[src/rtl/rom_boot_pkg.sv]
// Shared types and constants for the ROM boot-copy engine.
package rom_boot_pkg;

    typedef enum logic [1:0] {
        StIdle,
        StRun,
        StFin
    } state_e;

    localparam int unsigned ROM_LAT   = 1;
    localparam int unsigned BUF_DEPTH = 2;

endpackage

[src/rtl/rom_bl_fifo.sv]
// Small synchronous FIFO that absorbs write back-pressure between ROM reads and the sink.
module rom_bl_fifo
    import rom_boot_pkg::*;
#(
    parameter int unsigned DW = 32,
    parameter int unsigned CW = $clog2(BUF_DEPTH + 1)
) (
    input  logic          clk,
    input  logic          rst,
    input  logic          push,
    input  logic          pop,
    input  logic [DW-1:0] din,
    output logic [CW-1:0] count,
    output logic [DW-1:0] head
);
    localparam int unsigned PW = $clog2(BUF_DEPTH);

    logic [DW-1:0] mem_q [BUF_DEPTH];
    logic [PW-1:0] wr_ptr_q, rd_ptr_q;
    logic [CW-1:0] count_q;
    logic          pop_ok, push_ok;

    always_comb begin
        pop_ok  = pop && (count_q != '0);
        push_ok = push && ((count_q != CW'(BUF_DEPTH)) || pop_ok);
        count   = count_q;
        head    = mem_q[rd_ptr_q];
    end

    always_ff @(posedge clk) begin
        if (rst) begin
            wr_ptr_q <= '0;
            rd_ptr_q <= '0;
            count_q  <= '0;
        end else begin
            if (push_ok) wr_ptr_q <= wr_ptr_q + 1'b1;
            if (pop_ok) rd_ptr_q <= rd_ptr_q + 1'b1;
            count_q <= count_q + CW'(push_ok) - CW'(pop_ok);
        end
    end

    always_ff @(posedge clk) begin
        if (push_ok) mem_q[wr_ptr_q] <= din;
    end

    // The issue throttle upstream guarantees a free slot for every returning read.
    always_ff @(posedge clk) begin
        if (!rst) assert (!push || push_ok);
    end

endmodule

[src/rtl/rom_boot_loader.sv]
// Copies a contiguous block of ROM words to the SoC write port on a start pulse.
module rom_boot_loader
    import rom_boot_pkg::*;
#(
    parameter int unsigned ROM_AW = 12,
    parameter int unsigned DW     = 32,
    parameter int unsigned DST_AW = 32
) (
    input  logic              clk,
    input  logic              rst,
    input  logic              start,
    input  logic [ROM_AW-1:0] src_base,
    input  logic [DST_AW-1:0] dst_base,
    input  logic [ROM_AW:0]   word_cnt,
    output logic              busy,
    output logic              done,
    output logic              ROM_CS,
    output logic              ROM_OE,
    output logic [ROM_AW-1:0] ROM_A,
    input  logic [DW-1:0]     ROM_DO,
    output logic              wr_valid,
    input  logic              wr_ready,
    output logic [DST_AW-1:0] wr_addr,
    output logic [DW-1:0]     wr_data
);
    localparam int unsigned CW = $clog2(BUF_DEPTH + 1);

    state_e            state_q, state_d;
    logic [ROM_AW-1:0] src_q;
    logic [DST_AW-1:0] dst_q;
    logic [ROM_AW:0]   cnt_q, issued_q, written_q;
    logic [ROM_LAT-1:0] pend_q;
    logic [CW-1:0]     buf_count;
    logic [DW-1:0]     buf_head;
    logic              pop, last_pop, issue_room;

    rom_bl_fifo #(
        .DW(DW),
        .CW(CW)
    ) u_fifo (
        .clk  (clk),
        .rst  (rst),
        .push (pend_q[ROM_LAT-1]),
        .pop  (pop),
        .din  (ROM_DO),
        .count(buf_count),
        .head (buf_head)
    );

    always_ff @(posedge clk) begin
        if (rst) state_q <= StIdle;
        else     state_q <= state_d;
    end

    always_comb begin
        state_d = state_q;
        unique case (state_q)
            StIdle: if (start) state_d = (word_cnt == '0) ? StFin : StRun;
            StRun:  if (last_pop) state_d = StFin;
            StFin:  state_d = StIdle;
            default: state_d = StIdle;
        endcase
    end

    always_comb begin
        busy     = (state_q == StRun);
        done     = (state_q == StFin);
        ROM_OE   = busy;
        wr_valid = (buf_count != '0);
        pop      = wr_valid && wr_ready;
        last_pop = pop && ((written_q + 1'b1) == cnt_q);
        // Reads in flight already own a slot; a same-cycle pop frees one.
        issue_room = (int'(buf_count) + $countones(pend_q) - int'(pop)) < int'(BUF_DEPTH);
        ROM_CS   = busy && (issued_q < cnt_q) && issue_room;
        ROM_A    = src_q + issued_q[ROM_AW-1:0];
        wr_addr  = dst_q + DST_AW'({written_q, 2'b00});
        wr_data  = wr_valid ? buf_head : '0;
    end

    always_ff @(posedge clk) begin
        if (rst) begin
            src_q     <= '0;
            dst_q     <= '0;
            cnt_q     <= '0;
            issued_q  <= '0;
            written_q <= '0;
            pend_q    <= '0;
        end else begin
            pend_q <= ROM_LAT'({pend_q, ROM_CS});
            if ((state_q == StIdle) && start) begin
                src_q     <= src_base;
                dst_q     <= dst_base;
                cnt_q     <= word_cnt;
                issued_q  <= '0;
                written_q <= '0;
            end else begin
                if (ROM_CS) issued_q <= issued_q + 1'b1;
                if (pop) written_q <= written_q + 1'b1;
            end
        end
    end

endmodule

[config.mk]
export PLATFORM = sky130hd
export DESIGN_NAME = rom_boot_loader
export DESIGN_NICKNAME = d
export VERILOG_FILES = /design/src/rtl/rom_boot_pkg.sv /design/src/rtl/rom_bl_fifo.sv /design/src/rtl/rom_boot_loader.sv
export SDC_FILE = /design/constraint.sdc
export NUM_CORES = 1
export LEC_CHECK = 0
export BUFFER_PORTS_ARGS = -buffer_cell sky130_fd_sc_hd__buf_2
export CAP_MARGIN = 10
export CORE_ASPECT_RATIO = 1.2
export CORE_UTILIZATION = 49
export DETAILED_ROUTE_END_ITERATION = 16
export PLACE_DENSITY_LB_ADDON = 0.3
export SYNTH_ARGS = -nofsm -noshare
export SYNTH_HDL_FRONTEND = slang
export SYNTH_SLANG_ARGS = --single-unit
[constraint.sdc]
create_clock -name clk -period 3.3 [get_ports clk]
set_input_delay 0.825 -clock clk [delete_from_list [all_inputs] [get_ports clk]]
set_output_delay 0.825 -clock clk [all_outputs]
set_load 0.05 [all_outputs]
Yosys cells after proc, flatten, opt, wreduce, memory -nomap -nowiden
Memories as Yosys holds them, arrays and structs flattened. A register that Yosys moved wholly into a read port is not among the register bits.
Index checks and enable logic that the tools add are counted.
W data, S select, Z words.

word-level totals
  bits in registers = 90
  memory bits (writable) = 64
  input port bits = 93
  output and inout port bits = 81
  word-level logic and storage cells = 51
  memories = 1

operators by class
  add/sub/neg operators = 10
  magnitude comparators = 2
  eq/ne operators = 6
  muxes and demuxes = 9
  reductions and logical operators = 13

memories
  name          words  bits a word  rd ports  clocked after memory_dff  write ports  RTL line           text
  u_fifo.mem_q  2      32           1         1                         1            rom_bl_fifo.sv:18  logic [DW-1:0] mem_q [BUF_DEPTH];

operators with widths
  kind                     number
  $add A32 B15 Y32         1
  $mux W32                 1
  $add A13 B1 Y13 const B  2
  $eq A13 B13 Y1           1
  $logic_not A13 Y1        1
  $lt A13 B13 Y1           1
  $add A12 B12 Y12         1
  $logic_and A1 B1 Y1      7
  $mux W2                  3
  $lt A4 B3 Y1 const B     1
  $mux W1                  4
  $ne A2 B2 Y1 const B     2
  $pmux W2 S2              1
  $sub A3 B1 Y4            1
  $add A2 B1 Y3            1
  $add A1 B1 Y1 const B    2
  $add A2 B1 Y2            1
  $eq A2 B1 Y1 const B     1
  $eq A2 B2 Y1 const B     1
  $logic_not A2 Y1         1
  $ne A2 B1 Y1 const B     1
  $reduce_and A2 Y1        1
  $reduce_bool A2 Y1       1
  $reduce_or A2 Y1         1
  other kinds (2)          2

Longest topological paths before layout
Gate-level depths: netlist of run 1.

  word-level depth = 7
  depth in mapped cells = 12
  depth with buffers taken out = 11

Modules after synthesis
Synthesis of run 1 repeated with hierarchy kept, for this count alone.

second synthesis, totals
  cell total of the unflattened synthesis = 872
  area, all modules = 8287.9 um2

by module, submodules not included
  module           instances  cells an instance  area each (um2)  sequential area each (um2)
  rom_boot_loader  1          748                5739.3           1721.7
  rom_bl_fifo      1          124                2548.7           2021.9

Least setup slack after synthesis of run 1
OpenSTA, ideal clock, no wires.

  path kind = register -> output
  start point = reg written_q[0]
  end point = out wr_addr[24]
  arrival time = 2.937 ns
  required time = 2.475 ns
  slack = -0.462 ns
  stages on the path, launching flop included = 10
  cells stage by stage = dfxtp_1 > ha_1 > fa_1 > a21o_1 > a21oi_2 > o21ai_1 > o31a_1 > a221oi_2 > nor3_1 > xor2_1

between the ends
  longest elaborated chain between the ends = 1

RTL lines
  element                 RTL line               text
  start, declared         rom_boot_loader.sv:31  logic [ROM_AW:0] cnt_q, issued_q, written_q;
  start signal, assigned  rom_boot_loader.sv:98  if (pop) written_q <= written_q + 1'b1;
  $add A32 B15 Y32        rom_boot_loader.sv:76  wr_addr = dst_q + DST_AW'({written_q, 2'b00});
  end, declared           rom_boot_loader.sv:23  output logic [DST_AW-1:0] wr_addr,

No other way between the ends.

Final worst setup path of run 1
  start point = reg dst_q[2]
  end point = out wr_addr[20]

between the ends
  longest elaborated chain between the ends = 1

RTL lines
  element                 RTL line               text
  start, declared         rom_boot_loader.sv:30  logic [DST_AW-1:0] dst_q;
  start signal, assigned  rom_boot_loader.sv:92  dst_q <= dst_base;
  $add A32 B15 Y32        rom_boot_loader.sv:76

No other way between the ends.

==> results.md, run 1 <==
* Max-capacitance violation count at 0
* Async SR Flop Fraction at 0%
* First-pass GRT wire length at 30400 um
* Compound-Gate Fraction of Synth Area at 10.7%
* Root Driver: clkbuf_16
* DR DRC count at 0
* DP Area at 9400 um^2
* Fin. max-slew vios at 0
* Adder-cell area share of the yosys netlist at 7.12%
* Post-synth cell types at 59
* Fin cells at 1270
* First-pass detailed-route iteration total at 4
* WP data arrival at 2.88 ns
* WHS at 0.454 ns
* RSZ-0062 raised after global routing: true
* Syn Inst Count at 836
* Placed cell count at 1220
* Post-synthesis mux area share at 4.20%
* Clock Latency Late Sink at 0.43 ns
* # rows at 50
* Synth-to-Final Area Change at 34.5%
* Detail Placement HPWL at 13000 um
* Final WL at 18700 um
* Setup Skew at 0.0107 ns
* Via Count at 6676
* Req. time, crit path at 2.47 ns
* Post-synthesis net count at 972
* CTS buffer count at 17
* Critical path launch point type: register
* Register bit total from synthesis at 155
* Nets@finish at 1185
* Final number of hold-violating endpoints at 0
* Syn Area/Cell at 9.41 um^2
* EDFF count, synth at 64
* CTS tree: built
* Post-route cell area at 10600 um^2
* Final GP Congestion at 0.851
* Setup CP Type: reg -> out
* Synth Area in XOR/XNOR at 8.13%
* Final setup violating endpoints at 22
* Vias in the first global route at 6349
* Fin crit period at 3.70 ns
* Total global routing overflow at 0
* Synthesized cell area at 7870 um^2
* Clock buffer depth at 2
* Most used DFF post-synth: dfxtp_1
* CP cell instances: ha_4, fa_2, a21o_1, a21oi_2, o21ai_2, o31a_1, a221oi_4, buf_12, nand2b_4, xnor2_2, buf_6
* Simple-Gate Fraction of Synth Area at 18.7%
* Leakage Power at 4.55 nW
* Chip width at 118 um
* Worst-Margin Slew at 0.624 ns
* Crit-path max cell delay at 0.34 ns
* Min-Delay Path Class: reg -> reg
* Max_slew headroom at 58.4%
* Slowest-stage cell, CP: dfxtp_2
* Layout cells sized above 1 at 33.4%
* Gr usage total at 23.0%
* FMAX at 270 MHz
* Run status: finished with violations
* Clk sinks at 155
* VDD IR max at 0.000353 V
* Ant. Diodes at 0
* Top Ports at 174
* Post-route worst setup slack at -0.403 ns
* Main combinational cell family by area after synthesis: simple AND/OR/NAND/NOR gates
* Fin crit share at 112%
* Worst Setup End Kind: output port
* Crit-path max FO at 8
* TNS Setup at -4.96 ns
* Most frequent cells in the layout: 149 x nand2_1, 145 x buf_2, 81 x a21oi_1
* I/O Buffers at 173
* Yosys warns at 0
* Area of the core at 15600 um^2
* Die area at 16600 um^2
* Pwr dens at 529 nW/um^2
* Failing checks: setup timing
* Iter 0 DRT Violations at 368
* Routed len/inst at 14.7 um
* Seq/Total Area, Yosys at 47.6%
* CTS clock-pin slew for the worst setup and hold paths at 0.07 ns
* Largest net degree at the start of global routing at 58
* Initial antenna violation count at 0
* Antenna Nets Post-Route at 0
* Die Y at 141 um
* Commonest non-fill, non-tap cell in the layout: nand2_1
* Filler Cell Count at 1246
* Average vias per placed instance at 5.26
* Max H-tree Level at 4
* Initial Util at 50.3%
## timing repair
action	CTS	global route
setup endpoints to repair	26	28
buffers inserted	13	8
pin swaps	20	20
gates resized for setup	92	31
hold buffers	0	0
## critical path, delay by kind of cell, from the launching register on
kind | cells | cell delay (ns)
AOI/OAI and AO/OA | 5 | 1.01
adders and majority gates | 2 | 0.49
buffers and inverters | 2 | 0.35
DFF | 1 | 0.34
and+or+nand+nor | 1 | 0.13
xor gates and xnor gates | 1 | 0.11
## kinds of logic (layout without fill, tap and decap cells)
group	Yosys count	count (layout)
flops	155	155
xor+xnor	73	73
fa+ha+maj	43	43
buf+inv	66	292
mux	33	33
simple gates	322	322
compound gates	144	144
## path summary, 6_finish.rpt
check / start / to / slack [ns] / depth (start not counted)
hold reg to reg: dst_q[1] / dst_q[1] / 0.45 / 2
setup reg to reg: u_fifo.count[0] / issued_q[8] / 0.64 / 11
setup / recovery: dst_q[2] / wr_addr[20] / -0.40 / 11
hold / removal: dst_q[1] / dst_q[1] / 0.45 / 2
## synth_stat cells, drive strengths merged (7+ instances only)
cell type	instances	share of area, %
or3	7	0.57
a21oi	88	5.6
nand4	11	0.87
o21ai	16	1.1
or4	7	0.72
nor2b	8	0.64
nand3	18	1.2
clkbuf	25	1.2
nand2b	9	0.72
xor2	27	3.0
xnor2	46	5.1
mux2i	33	4.2
nor2	74	3.5
edfxtp	64	24
nand2	151	7.3
dfxtp	91	23
inv	30	1.4
buf	11	0.87
a21o	7	0.67
ha	40	6.4
nor3	12	0.83
## routing by layer
metal	vias up	GRT usage (%)	share of wire [%]
met4	0	7.96	1.4
met2	162	40.4	52
li1	3337	-	-
met5	-	0	0
met1	3157	28.2	43
met3	20	4.17	3.9
## power by group
group	total, mW	internal, mW	switching (mW)
combinational	1.51	0.455	1.06
sequential	2.18	2.10	0.0725
clock	1.91	1.02	0.893
total	5.60	3.58	2.02
## area by class of cell
class	instances	area [um^2]	area share, %
tap	208	260	2.46
clock buffer	17	425	4.02
multi-input combinational	615	4370	41.3
inverter	30	116	1.10
sequential	155	3760	35.5
timing repair buffer	230	1490	14.1
clock inverter	15	160	1.51
## stage by stage
| step | worst slack [ns] | power, mW | utilization [%] |
|---|---|---|---|
| after floorplan | -0.0915 | 3.32 | - |
| after global placement | -0.119 | 3.67 | 60.1 |
| after detailed placement | -0.195 | 3.69 | 60.1 |
| after CTS | -0.423 | 5.64 | 66.6 |
| after global routing | -0.525 | 5.84 | 67.7 |
| final | -0.403 | 5.60 | 67.7 |
## flip-flops by register name, indices dropped and copies added (netlist names), named ones only
register,flops
cnt_q,13
dst_q,32
issued_q,13
pend_q,1
src_q,12
state_q,2
u_fifo.count,2
u_fifo.mem_q,64
u_fifo.rd_ptr_q,1
u_fifo.wr_ptr_q,1
written_q,13
Power figures use the tool's default switching activity.
==> run 2: changes to the inputs <==
SETUP_SLACK_MARGIN = 0.05   (was unset)
==> run 2 against run 1 <==
  * The flow still finishes with violations (setup timing)
  * Flip-flop and latch count unchanged
  * Non-clock buffer count is 1 higher
  * Wire length decreased by 1.7%
  * Combinational power barely moved
  * Core utilization rose by 0.72 points
  * Final cell count barely moved
  * Die area unchanged
  * Hold slack better by 0.0050 ns
  * Critical endpoint unchanged
==> results.md, run 2 (synthesized netlist as in run 1, its figures left out) <==
* Routed len/inst at 14.5 um (-1.7%)
* Max_slew headroom at 58.7% (+0.30 points)
* Sequential Area at 3760 um^2 (about the same)
* Ant. Diodes at 0 (unchanged)
* Die area at 16600 um^2 (unchanged)
* Largest net degree at the start of global routing at 58 (unchanged)
* Net Sw Frac at 35.5% (-0.60 points)
* Crit-path max FO at 8 (unchanged)
* Internal power at 3.57 mW (-0.24%)
* Failing checks: setup timing
* Gr usage total at 22.5% (-0.47 points)
* Chip width at 118 um (unchanged)
* Root Driver: clkbuf_16
* CTS tree: built
* Worst Reg-to-Reg Cells at 11 (unchanged)
* Fin crit period at 3.71 ns (+0.00376 ns)
* CTS clock-pin slew for the worst setup and hold paths at 0.07 ns (about the same)
* FMAX at 270 MHz (-0.10%)
* Setup Skew at 0.00958 ns (-0.00110 ns)
* Max H-tree Level at 4 (unchanged)
* Fin crit share at 112% (+0.11 points)
* Filler Cell Count at 1233 (-1.0%)
* Initial antenna violation count at 0 (unchanged)
* Fin cells at 1271 (+0.079%)
* Req. time, crit path at 2.47 ns (about the same)
* Max reg flops at 64 (unchanged)
* Synth-to-Final Area Change at 35.9%
* DR DRC count at 0 (unchanged)
* Detail Placement HPWL at 13000 um (+0.59%)
* RSZ-0062 raised after global routing: true
* I/O Buffers at 173 (unchanged)
* Initial Util at 50.3% (unchanged)
* Final GP Congestion at 0.852 (about the same)
* Clock Latency Late Sink at 0.42 ns (about the same)
* Nets@finish at 1186 (+0.084%)
* Pwr dens at 517 nW/um^2 (-2.2%)
* First-pass detailed-route iteration total at 5 (+1)
* Max-capacitance violation count at 0 (unchanged)
* Antenna Nets Post-Route at 0 (unchanged)
* WP data arrival at 2.88 ns (about the same)
* VDD IR max at 0.000322 V (-8.8%)
* Critical path launch point type: register
* Sequential power share at 39.3% (+0.5 points)
* Biggest regs: u_fifo.mem_q (64), dst_q (32)
* Iter 0 DRT Violations at 303 (-18%)
* P_sw at 1.97 mW (-2.8%)
* First-pass GRT wire length at 29900 um (-1.9%)
* Leakage Power at 4.54 nW (about the same)
* Post-route cell area at 10700 um^2 (+1.1%)
* CTS buffer count at 17 (unchanged)
* Commonest non-fill, non-tap cell in the layout: nand2_1
* Final WL at 18400 um (-1.7%)
* Worst Hold Depth at 2 (unchanged)
* Logic pwr share at 27.7% (+0.7 points)
* Worst Setup End Kind: output port
* Die Y at 141 um (unchanged)
* Placed cell count at 1223 (+0.25%)
* Final number of hold-violating endpoints at 0 (unchanged)
* Fin. max-slew vios at 0 (unchanged)
* Setup CP Type: reg -> out
* Worst-Margin Slew at 0.619 ns (-0.00452 ns)
* TNS Setup at -6.07 ns (-1.11 ns)
* Min-Delay Path Class: reg -> reg
* Average vias per placed instance at 5.19 (-1.2%)
* Clock power share at 33.0% (-1.2 points)
* Top Ports at 174 (unchanged)
* Area of the core at 15600 um^2 (unchanged)
* DP Area at 9460 um^2 (+0.59%)
* Reg2reg setup slack at 0.66 ns (+0.02 ns)
* Total global routing overflow at 0 (unchanged)
* Post-route worst setup slack at -0.407 ns (-0.00376 ns)
* Clk sinks at 155 (unchanged)
* Run status: finished with violations
* Layout cells sized above 1 at 33.9% (+0.44 points)
* Final setup violating endpoints at 23 (+4.5%)
* Most frequent cells in the layout: 149 x nand2_1, 143 x buf_2, 83 x dfxtp_1
* Clock buffer depth at 2 (unchanged)
* Reg with most FFs: u_fifo.mem_q
* Via Count at 6598 (-1.2%)
* Multi-input logic area at 4500 um^2 (+2.9%)
* # rows at 50 (unchanged)
* Vias in the first global route at 6279 (-1.1%)
==> run 2: cell count changes in the layout (fill, tap and decap cells not counted), sizes merged <==
cell and change:
buf +1, clkinv +2, clkinvlp +1, inv -3
==> run 2: what timing repair did <==
action | 4_1_cts | 5_1_grt
gates resized for setup | 104 | 31
setup endpoints to repair | 26 | 30
hold buffers | 0 | 0
cloned | 1 | 0
pin swaps | 28 | 31
buffers inserted | 10 | 10
==> run 2: path summary, 6_finish.rpt <==
kind                                 startpoint          end
worst max register to register  u_fifo.count[0]  issued_q[8]
worst max-delay path                   dst_q[2]  wr_addr[20]
worst min register to register         dst_q[0]     dst_q[0]
worst min-delay path                   dst_q[0]     dst_q[0]
==> run 2: cell type report <==
cell class,count,share of cell area (%)
Clock inverter,15,1.22
Timing Repair Buffer,231,14.1
Clock buffer,17,3.98
Tap cell,208,2.43
Sequential cell,155,35.1
Inverter,30,1.09
Multi-Input combinational cell,615,42.0
==> run 2: critical path: stages, from the launching register on <==
cell      delay [ns]
dfxtp_2         0.33
ha_4            0.17
fa_2            0.34
a21o_1          0.18
a21oi_2         0.18
o21ai_2         0.08
o31a_1          0.30
a221oi_4        0.27
buf_12          0.17
nand2b_4        0.14
xnor2_2         0.12
buf_6           0.18
==> run 2: through the flow <==
stage	total power, mW	worst slack, ns	hold WS (ns)	utilization (%)
final	5.53	-0.407	0.459	68.4
after global routing	5.77	-0.541	0.482	68.4
after CTS	5.57	-0.391	0.460	67.1
after detailed placement	3.70	-0.162	0.450	60.5
after global placement	3.68	-0.119	0.440	60.5
after floorplan	3.32	-0.0915	0.437	-
==> run 2: power groups by stage <==
stage / logic (mW) / registers [mW] / clock network [mW]
2_1_floorplan: 1.12 / 2.21 / 0
3_3_place_gp: 1.47 / 2.21 / 0
3_5_place_dp: 1.48 / 2.21 / 0
4_1_cts: 1.53 / 2.17 / 1.87
5_1_grt: 1.63 / 2.19 / 1.95
6_report: 1.53 / 2.17 / 1.83
==> run 2: metal layers <==
layer	global-route usage [%]	vias up	wire, um
met5	0	-	0
met4	6.82	0	231
met3	3.80	20	898
li1	-	3335	-
met1	27.2	3089	7710
met2	40.8	154	9570
